### config.mk
export PLATFORM = sky130hd
export DESIGN_NAME = tx_packet_ctrl
export DESIGN_NICKNAME = d
export VERILOG_FILES = /design/src/rtl/tx_packet_ctrl.sv
export SDC_FILE = /design/constraint.sdc
export NUM_CORES = 1
export LEC_CHECK = 0
export BUFFER_PORTS_ARGS = -buffer_cell sky130_fd_sc_hd__buf_2
export CORE_MARGIN = 4
export CORE_UTILIZATION = 55
export DETAILED_ROUTE_END_ITERATION = 10
export GPL_ROUTABILITY_DRIVEN = 0
export HOLD_SLACK_MARGIN = 0.05
export PLACE_DENSITY = 0.78
export SLEW_MARGIN = 5
export SYNTH_ARGS = -nofsm -noshare
export SYNTH_HDL_FRONTEND = slang
export SYNTH_SLANG_ARGS = --single-unit
### constraint.sdc
create_clock -name clk -period 4.4 [get_ports clk]
set_input_delay 0 -clock clk [delete_from_list [all_inputs] [get_ports clk]]
set_output_delay 0 -clock clk [all_outputs]
set_load 0.01 [all_outputs]
### src/rtl/tx_packet_ctrl.sv
// ---------------------------------------------------------------------------
// tx_packet_ctrl
//   Sequences a single USB full-speed packet into the NRZI encoder:
//   SYNC, PID, optional payload bytes popped from the TX FIFO, CRC16 (lo, hi),
//   then an EOP phase followed by a one-cycle eop_end (J state). Only one
//   packet is ever in flight; tx_start is looked at only while idle.
//
// Ports
//   clk            system clock, the encoder shifts one bit per clk
//   n_rst          asynchronous active-low reset
//   tx_start       one-cycle request from the protocol layer
//   tx_pid         4-bit PID; byte on the wire is {~pid, pid}
//   tx_has_data    1: payload + CRC16 follow the PID, 0: PID-only packet
//   tx_byte_count  payload length, clamped to MAX_BYTES when latched
//   fifo_rdata     show-ahead FIFO head byte (valid while !fifo_empty)
//   fifo_empty     FIFO empty flag
//   fifo_ren       one-cycle pop strobe
//   enc_data       byte to the encoder, stable from enc_enable until done
//   enc_enable     one-cycle start pulse to the encoder
//   enc_eop        encoder eop (SE0), held EOP_CYCLES cycles
//   enc_eop_end    one-cycle encoder eop_end pulse
//   enc_busy       encoder busy; a low sample while waiting = byte finishing
//   tx_busy        high from tx_start accept until tx_done
//   tx_done        one-cycle pulse at packet end (normal or aborted)
//   tx_error       one-cycle pulse with tx_done when the packet was aborted
//   dbg_state      current FSM state (state_t encoding)
//
// Encoder handshake: a byte is offered by holding enc_data and pulsing
// enc_enable for exactly one cycle (ISSUE). The controller then sits in WAIT,
// holding enc_data, until it samples enc_busy low; the next ISSUE happens on
// the following cycle. enc_busy is ignored in every other phase.
// ---------------------------------------------------------------------------
module tx_packet_ctrl #(
  parameter int MAX_BYTES  = 64,  // must fit in 7 bits
  parameter int EOP_CYCLES = 2    // >= 1
) (
  input  logic       clk,
  input  logic       n_rst,
  input  logic       tx_start,
  input  logic [3:0] tx_pid,
  input  logic       tx_has_data,
  input  logic [6:0] tx_byte_count,
  input  logic [7:0] fifo_rdata,
  input  logic       fifo_empty,
  output logic       fifo_ren,
  output logic [7:0] enc_data,
  output logic       enc_enable,
  output logic       enc_eop,
  output logic       enc_eop_end,
  input  logic       enc_busy,
  output logic       tx_busy,
  output logic       tx_done,
  output logic       tx_error,
  output logic [3:0] dbg_state
);

  typedef enum logic [3:0] {
    S_IDLE    = 4'd0,
    S_SYNC    = 4'd1,
    S_PID     = 4'd2,
    S_DATA    = 4'd3,
    S_CRC_LO  = 4'd4,
    S_CRC_HI  = 4'd5,
    S_EOP     = 4'd6,
    S_EOP_END = 4'd7,
    S_DONE    = 4'd8
  } state_t;

  localparam int EW = (EOP_CYCLES > 1) ? $clog2(EOP_CYCLES) : 1;

  state_t        state_q, state_d;
  logic          in_wait_q, in_wait_d;   // 0 = ISSUE phase, 1 = WAIT phase
  logic [3:0]    pid_q;
  logic          has_data_q;
  logic [6:0]    remaining_q;
  logic [15:0]   crc_q;
  logic [7:0]    data_q;
  logic          abort_q;
  logic [EW-1:0] eop_cnt_q;
  logic          busy_q;

  logic          byte_state;
  logic          underrun;
  logic          load_byte;
  logic          eop_last;
  logic [7:0]    issue_byte;
  logic [6:0]    count_clamped;

  // Reflected CRC16 (poly 0x8005 as 0xA001), eight data bits LSB first.
  function automatic logic [15:0] crc16_byte(input logic [15:0] c, input logic [7:0] d);
    logic [15:0] r;
    r = c;
    for (int i = 0; i < 8; i++) begin
      if (r[0] ^ d[i]) r = (r >> 1) ^ 16'hA001;
      else             r = r >> 1;
    end
    return r;
  endfunction

  assign count_clamped = (tx_byte_count > 7'(MAX_BYTES)) ? 7'(MAX_BYTES) : tx_byte_count;

  assign byte_state = (state_q == S_SYNC) || (state_q == S_PID) || (state_q == S_DATA) ||
                      (state_q == S_CRC_LO) || (state_q == S_CRC_HI);
  // An empty FIFO at a payload ISSUE aborts the packet straight into EOP.
  assign underrun   = (state_q == S_DATA) && !in_wait_q && fifo_empty;
  assign load_byte  = byte_state && !in_wait_q && !underrun;
  assign eop_last   = (eop_cnt_q == EW'(EOP_CYCLES - 1));

  always_comb begin
    issue_byte = data_q;
    case (state_q)
      S_SYNC:   issue_byte = 8'h80;
      S_PID:    issue_byte = {~pid_q, pid_q};
      S_DATA:   issue_byte = fifo_rdata;
      S_CRC_LO: issue_byte = ~crc_q[7:0];
      S_CRC_HI: issue_byte = ~crc_q[15:8];
      default:  issue_byte = data_q;
    endcase
  end

  // State register
  always_ff @(posedge clk or negedge n_rst) begin
    if (!n_rst) begin
      state_q   <= S_IDLE;
      in_wait_q <= 1'b0;
    end else begin
      state_q   <= state_d;
      in_wait_q <= in_wait_d;
    end
  end

  // Next state and strobes
  always_comb begin
    state_d     = state_q;
    in_wait_d   = in_wait_q;
    enc_enable  = 1'b0;
    fifo_ren    = 1'b0;
    enc_eop     = 1'b0;
    enc_eop_end = 1'b0;
    tx_done     = 1'b0;
    tx_error    = 1'b0;
    enc_data    = data_q;

    case (state_q)
      S_IDLE: begin
        if (tx_start) begin
          state_d   = S_SYNC;
          in_wait_d = 1'b0;
        end
      end

      S_SYNC, S_PID, S_DATA, S_CRC_LO, S_CRC_HI: begin
        if (!in_wait_q) begin
          if (underrun) begin
            state_d = S_EOP;
          end else begin
            enc_enable = 1'b1;
            enc_data   = issue_byte;
            fifo_ren   = (state_q == S_DATA);
            in_wait_d  = 1'b1;
          end
        end else if (!enc_busy) begin
          in_wait_d = 1'b0;
          case (state_q)
            S_SYNC:   state_d = S_PID;
            S_PID:    state_d = !has_data_q ? S_EOP :
                                (remaining_q == 7'd0) ? S_CRC_LO : S_DATA;
            // remaining_q was already decremented at this byte's ISSUE
            S_DATA:   state_d = (remaining_q == 7'd0) ? S_CRC_LO : S_DATA;
            S_CRC_LO: state_d = S_CRC_HI;
            default:  state_d = S_EOP;
          endcase
        end
      end

      S_EOP: begin
        enc_eop    = 1'b1;
        enc_enable = (eop_cnt_q == '0);
        if (eop_last) state_d = S_EOP_END;
      end

      S_EOP_END: begin
        enc_eop_end = 1'b1;
        state_d     = S_DONE;
      end

      S_DONE: begin
        tx_done  = 1'b1;
        tx_error = abort_q;
        state_d  = S_IDLE;
      end

      default: begin
        state_d   = S_IDLE;
        in_wait_d = 1'b0;
      end
    endcase
  end

  // Packet context, CRC and byte holding register
  always_ff @(posedge clk or negedge n_rst) begin
    if (!n_rst) begin
      pid_q       <= 4'h0;
      has_data_q  <= 1'b0;
      remaining_q <= 7'd0;
      crc_q       <= 16'hFFFF;
      data_q      <= 8'h00;
      abort_q     <= 1'b0;
      eop_cnt_q   <= '0;
      busy_q      <= 1'b0;
    end else begin
      case (state_q)
        S_IDLE: begin
          if (tx_start) begin
            pid_q       <= tx_pid;
            has_data_q  <= tx_has_data;
            remaining_q <= count_clamped;
            crc_q       <= 16'hFFFF;
            eop_cnt_q   <= '0;
            busy_q      <= 1'b1;
          end
        end
        S_DATA: begin
          if (!in_wait_q) begin
            if (fifo_empty) begin
              abort_q <= 1'b1;
            end else begin
              crc_q       <= crc16_byte(crc_q, fifo_rdata);
              remaining_q <= remaining_q - 7'd1;
            end
          end
        end
        S_EOP: begin
          eop_cnt_q <= eop_last ? '0 : eop_cnt_q + EW'(1);
        end
        S_DONE: begin
          busy_q  <= 1'b0;
          abort_q <= 1'b0;
        end
        default: ;
      endcase
      if (load_byte) data_q <= issue_byte;
    end
  end

  assign tx_busy   = busy_q;
  assign dbg_state = state_q;

endmodule

==> flow_metrics.py, run 1 <==
metrics = {
    "layout": {
        "drive_gt1_share_pct": 24.00,
        "register_area_um2": 1121,
        "area_growth_pct": 17.03,
        "post-route-util_pct": 67.57,
        "final_cells": 377,
        "multiInputGateArea_um2": 1328,
        "stdcell_area_um2": 2983,
        "final_nets": 351,
        "final.fill_count": 360,
        "num_antenna_cells": 0,
    },
    "setup_path": {
        "crit_start": "dbg_state[0]",
        "reg2reg_depth": 4,
        "setup.worst_path.class": "flip-flop to output pin",
        "worstPathRequired_ps": 4400,
        "cp-start-kind": "flip-flop",
        "cp-end-kind": "output pin",
        "worstPathArrival_ps": 2870,
        "critPathMaxFanout": 25,
        "r2r_start": "dbg_state[0]",
    },
    "placed_design": {
        "dp_hpwl_mm": 4.260,
        "dp_cells": 357,
        "io_buffers": 43,
        "placed_area_um2": 2755,
    },
    "timing": {
        "hold_viol": 0,
        "clock_skew_ps": 13.25,
        "rsz0062_at_grt": "false",
        "slew_violations": 0,
        "finalSetupViolations": 0,
        "max_slew_margin_pct": 33.91,
        "fin_crit_sh_pct": 65.19,
        "tightest_slew_ps": 991.3,
        "max_freq_mhz": 348.7,
        "post-route-min-period_ps": 2868,
        "tns_ps": 0,
    },
    "logic_synthesis": {
        "netlist.area_leader.share_pct": 27.49,
        "synthArstFlopShare_pct": 100.0,
        "yosys_warnings": 0,
        "ys_seq_area_share_pct": 43.99,
        "yosysMostFrequentCell": "a21oi_1",
        "synth_cells": 279,
        "synth.distinct_cells": 47,
        "ys_seq_elements": 44,
        "synth_nets": 306,
        "yosys-top-cells-area": "dfrtp_1 27%, dfstp_2 16%, a21oi_1 7.3%",
        "yosys_most_used_dff": "dfrtp_1",
        "synth-edff-count": 0,
        "yosysTopAreaCell": "dfrtp_1",
        "synth_area_um2": 2549,
        "synth_area_per_cell_um2": 9.135,
        "ys_top_cells_by_count": "37 x a21oi_1, 36 x nor2_1, 28 x dfrtp_1",
    },
    "routing": {
        "dr.pass1.iters": 5,
        "wirelength_mm": 6.091,
        "drtAntennaViolNets": 0,
        "vias": 2241,
        "drtIter0Drc": 248,
        "viasPerCell": 5.944,
        "post_drt_wl_per_cell_um": 16.16,
        "drc": 0,
    },
    "power": {
        "irDropWorstVdd_mv": 0.3901,
        "power_mw": 2.494,
        "p_per_area_nw_per_um2": 836.2,
        "p_leak_nw": 1.265,
    },
    "clocking": {
        "clock_latency_ps": 300,
        "clkSinkCount": 44,
        "clockBufferDepth": 2,
        "numCtsBuffers": 5,
        "cts_root_buffer": "clkbuf_8",
        "htree_levels": 2,
        "cts_tree": "built",
        "cts_repair_resize_count": 0,
        "clkTransAtPathRegs_ps": 90,
        "cts_hold_buffers": 12,
        "cts_setup_buffers": 0,
    },
    "floorplan": {
        "rows": 24,
        "start_util_pct": 57.74,
        "dieHeight_um": 76.08,
        "die_x_um": 76.08,
        "core_area_um2": 4414,
        "fp.dieArea_um2": 5787,
        "ios": 44,
    },
    "global_route": {
        "overflow": 0,
        "grt_pass1_wl_mm": 10.09,
        "grt_max_degree": 45,
        "grt_pass1_vias": 2098,
        "antenna_found_initial": 0,
        "grtUsageTotal_pct": 21.00,
    },
    "worst_hold_path": {
        "holdPathStages": 3,
        "worstHoldStart": "fifo_rdata[6]",
        "hold_path.class": "input pin to flip-flop",
    },
    "outcome": {
        "status": "complete, no violations",
    },
    "run": {
        "drv_cap": 0,
    },
}
[layout by cell type (no fill, tap or decap), drive strengths merged, types with 3 or more instances in the layout]
| master | count |
|---|---|
| buf | 43 |
| a21oi | 37 |
| nor2 | 36 |
| dfrtp | 28 |
| o21ai | 20 |
| nand2 | 16 |
| dfstp | 16 |
| xnor2 | 14 |
| dlygate4sd3 | 12 |
| a221oi | 8 |
| xor2 | 8 |
| inv | 7 |
| mux2 | 7 |
| o22a | 7 |
| nand2b | 6 |
| clkbuf | 6 |
| nand3 | 5 |
| nor3 | 4 |
| o22ai | 4 |
| and3 | 4 |
| and2 | 4 |
| nor3b | 3 |
[registers in the layout (all words and copies together), names as in the netlist, 4 cells and up]
signal,flops
crc_q,16
data_q,8
remaining_q,7
dbg_state,4
pid_q,4
[final timing paths]
check / slack, ps / end
worst max-delay path: 1530 / enc_data[7]
worst min-delay path: 80 / data_q[6]
worst max register to register: 1830 / crc_q[12]
worst min register to register: 510 / data_q[7]
max in group asynchronous: 3380 / remaining_q[0]
min in group asynchronous: 400 / dbg_state[0]
[cell families after synthesis]
| group | count (synthesis) | synth area share [%] |
|---|---|---|
| simple gates | 88 | 16.79 |
| mux | 7 | 3.093 |
| fa+ha+maj | 2 | 0.9817 |
| buf+inv | 24 | 3.928 |
| xor+xnor | 23 | 9.082 |
| compound gates | 91 | 22.14 |
| flops | 44 | 43.99 |
[worst max-delay path, cell delays in order (launching register included)]
cell	delay, ps
dfrtp_1	620
and4bb_1	560
a21oi_1	220
and2_1	620
mux2_2	410
buf_2	140
[routing by layer]
metal  up-vias  global-route usage, %  share of wire (%)
li1       1078                      -                  -
met3         8                  5.437                7.6
met4         0                  4.371               0.95
met1      1068                  30.29                 45
met5         -                      0                  0
met2        87                  31.93                 46
[final cells by class]
| type | count | share of cell area, % |
|---|---|---|
| Clock buffer | 6 | 2.433 |
| Tap cell | 52 | 2.181 |
| Clock inverter | 2 | 1.174 |
| Multi-Input combinational cell | 211 | 44.50 |
| Timing Repair Buffer | 55 | 11.24 |
| Inverter | 7 | 0.8809 |
| Sequential cell | 44 | 37.58 |
[metrics by stage]
step / hold slack, ps / setup WS, ps
after floorplan: -295.6 / 2569
after global placement: 212.3 / 1971
after detailed placement: 215.6 / 1913
after CTS: 82.30 / 1576
after global routing: 119.4 / 1315
final: 83.78 / 1532
[report_power, final]
group,internal (mW),switching [mW],leakage [nW]
Combinational,0.605,0.725,0.705
Sequential,0.643,0.214,0.505
Clock,0.169,0.138,0.0552
Total,1.42,1.08,1.27
(Power assumes the default switching activity.)
==> run 2: changes to the inputs <==
--- a/config.mk
+++ b/config.mk
@@ -5,6 +5,7 @@
 export SDC_FILE = /design/constraint.sdc
 export NUM_CORES = 1
 export LEC_CHECK = 0
+export ABC_AREA = 1
 export BUFFER_PORTS_ARGS = -buffer_cell sky130_fd_sc_hd__buf_2
 export CORE_MARGIN = 4
 export CORE_UTILIZATION = 55
==> constraint.sdc (replaced) <==
create_clock -name clk -period 3 [get_ports clk]
set_input_delay 0 -clock clk [delete_from_list [all_inputs] [get_ports clk]]
set_output_delay 0 -clock clk [all_outputs]
set_load 0.01 [all_outputs]
==> run 2 against run 1 <==
Effect of this change:
- highest routed layer unchanged
- largest power group unchanged
- core utilization is 0.21 points lower
- sequential share of layout area is 2.6 points lower
- global-route usage is 1.7 points higher
- register-to-register slack worse by 620 ps
- non-clock buffer count is 1 lower
==> flow_metrics.py, run 2 <==
metrics = {
    "timing": {
        "finalSetupViolations": 0,
        "rsz0062_at_grt": "false",
        "max_freq_mhz": 470.2,
        "slew_violations": 0,
        "tightest_slew_ps": 964.7,
        "fin_crit_sh_pct": 70.89,
        "clock_skew_ps": 5.744,
        "post-route-min-period_ps": 2127,
        "max_slew_margin_pct": 35.69,
        "hold_viol": 0,
        "tns_ps": 0,
    },
    "routing": {
        "routed-wl-met3_um": 354,
        "drtAntennaViolNets": 0,
        "dr_wl_met2_mm": 3.101,
        "vias": 2486,
        "dr.pass1.iters": 4,
        "post_drt_wl_per_cell_um": 13.53,
        "viasPerCell": 5.201,
        "drtIter0Drc": 161,
        "dr.max_layer_used": "met4",
        "drc": 0,
        "m1WireLength_mm": 2.957,
        "wirelength_mm": 6.469,
    },
    "logic_synthesis": {
        "synth_area_um2": 2729,
        "ys_seq_elements": 44,
        "yosysTopAreaCell": "dfrtp_1",
        "yosysMostFrequentCell": "nand2_1",
        "synth_cells": 355,
        "synthArstFlopShare_pct": 100.0,
        "netlist.area_leader.share_pct": 25.68,
        "yosys_warnings": 0,
        "yosys-top-cells-area": "dfrtp_1 26%, dfstp_2 15%, nand2_1 13%",
        "synth.distinct_cells": 46,
        "synth_area_per_cell_um2": 7.687,
        "ys_seq_area_share_pct": 41.08,
        "synth_nets": 382,
        "yosys_most_used_dff": "dfrtp_1",
        "synth-edff-count": 0,
        "ys_top_cells_by_count": "97 x nand2_1, 52 x inv_1, 28 x dfrtp_1",
    },
    "setup_path": {
        "worstPathArrival_ps": 2130,
        "worstPathCellList": "inv_1 -> nand2_2 -> nor2_4 -> a21oi_2 -> nand2_2 -> inv_2 -> nor2_8 -> nor2_1 -> a31oi_1 -> buf_2",
        "cpLargestDelayFamily": "simple AND/OR/NAND/NOR gates",
        "cp-end-kind": "output pin",
        "path_buf_inv": 3,
        "cp-start-kind": "flip-flop",
        "setup.worst_path.class": "flip-flop to output pin",
        "worstPathRequired_ps": 3000,
        "slowest_stage": "dfrtp_1",
        "path_common_cell": "nand2_2",
        "critPathMaxFanout": 19,
        "critPathMaxStageDelay_ps": 430,
    },
    "floorplan": {
        "start_util_pct": 57.39,
        "ios": 44,
        "die_x_um": 78.44,
        "fp.dieArea_um2": 6153,
        "core_area_um2": 4755,
        "dieHeight_um": 78.44,
        "rows": 25,
    },
    "global_route": {
        "antenna_found_initial": 0,
        "grtUsageTotal_pct": 22.67,
        "grt_max_degree": 45,
        "grt_pass1_vias": 2467,
        "grt_pass1_wl_mm": 11.12,
        "overflow": 0,
    },
    "layout": {
        "layout_commonest_cell": "nand2_1",
        "largest_reg_flops": 16,
        "area_growth_pct": 17.38,
        "num_antenna_cells": 0,
        "top_register": "crc_q",
        "multiInputGateArea_um2": 1330,
        "drive_gt1_share_pct": 24.09,
        "mostFrequentLayoutCells": "97 x nand2_1, 52 x inv_1, 43 x buf_2",
        "register_area_um2": 1121,
        "reg_top3": "crc_q x16, data_q x8, remaining_q x7",
        "final_nets": 437,
        "final.fill_count": 426,
    },
    "power": {
        "irDropWorstVdd_mv": 0.4579,
        "p_leak_nw": 1.682,
        "p_per_area_nw_per_um2": 1061,
        "power_mw": 3.398,
    },
    "clocking": {
        "cts_tree": "built",
        "cts_repair_resize_count": 0,
        "clkTransAtPathRegs_ps": 80,
        "clkSinkCount": 44,
        "htree_levels": 2,
        "clockBufferDepth": 2,
        "clock_latency_ps": 300,
        "numCtsBuffers": 5,
        "cts_root_buffer": "clkbuf_8",
    },
    "run": {
        "drv_cap": 0,
    },
    "placed_design": {
        "dp_hpwl_mm": 4.928,
        "io_buffers": 43,
    },
    "outcome": {
        "status": "complete, no violations",
    },
    "worst_hold_path": {
        "hold_path.class": "input pin to flip-flop",
    },
}
[run 2: changes by cell type after synthesis, sizes merged, moves of 6 or more]
cell	delta
xnor2	-12
nand2	+89
a22oi	+7
nand3	+9
inv	+52
o22a	-7
a221oi	-7
clkbuf	-10
a31oi	+9
a21oi	-19
nor2	-6
nand2b	-6
[run 2: tightest hold or removal path: cells and delay by family]
family,cells,cell delay (ps)
buf+inv,1,80
simple gates,4,250
[run 2: path summary, 6_finish.rpt]
check	startpoint	end	slack, ps	depth (start not counted)
setup / recovery	dbg_state[3]	enc_data[5]	870	10
hold / removal	enc_busy	in_wait_q	60	5
setup reg to reg	dbg_state[2]	remaining_q[6]	1210	10
hold reg to reg	data_q[6]	data_q[6]	470	2
max in group asynchronous	n_rst	in_wait_q	2020	2
min in group asynchronous	n_rst	dbg_state[0]	390	2
[run 2: cells by family after synthesis]
| kind of cell | after synthesis | share of synthesized area, % |
|---|---|---|
| buf+inv | 66 | 10.18 |
| compound gates | 72 | 16.64 |
| flops | 44 | 41.08 |
| simple gates | 155 | 25.31 |
| mux | 5 | 2.063 |
| xor+xnor | 11 | 3.806 |
| fa+ha+maj | 2 | 0.9169 |
[run 2: stage by stage]
stage,std cells,utilization (%),hold WS [ps],area [um2],setup WS [ps]
finish,478,67.37,63.11,3203,873.3
global route,478,67.37,62.72,3203,712.6
CTS,478,67.37,52.44,3203,894.4
detailed placement,460,62.92,198.6,2992,1231
global placement,460,62.92,208.4,2992,1248
floorplan,355,-,-295.6,2729,1477
[run 2: power breakdown]
group | switching [mW] | internal, mW | total, mW | leakage, nW
Combinational | 1.19 | 0.670 | 1.86 | 1.12
Sequential | 0.174 | 0.909 | 1.08 | 0.510
Clock | 0.206 | 0.247 | 0.453 | 0.0558
[run 2: layout make-up]
class / instances / share of cell area, %
well taps: 67 / 2.617
clock buffers: 5 / 2.148
flip-flops and latches: 44 / 35.00
clock inverters: 3 / 1.328
multi-input cells: 245 / 41.52
repair buffers: 54 / 10.08
inverters: 60 / 7.305
[run 2: metal layers]
metal  GRT usage (%)  vias to the layer above
met5               0                        -
met4           5.769                        0
met3           5.161                        9
met2           38.61                       63
met1           29.15                     1148
li1                -                     1266
[run 2: what timing repair did]
action | 4_1_cts | 5_1_grt
endpoints found under the setup margin | 0 | 0
hold endpoints to repair | 37 | 0
hold buffers | 10 | 0
buffers inserted | 0 | 0
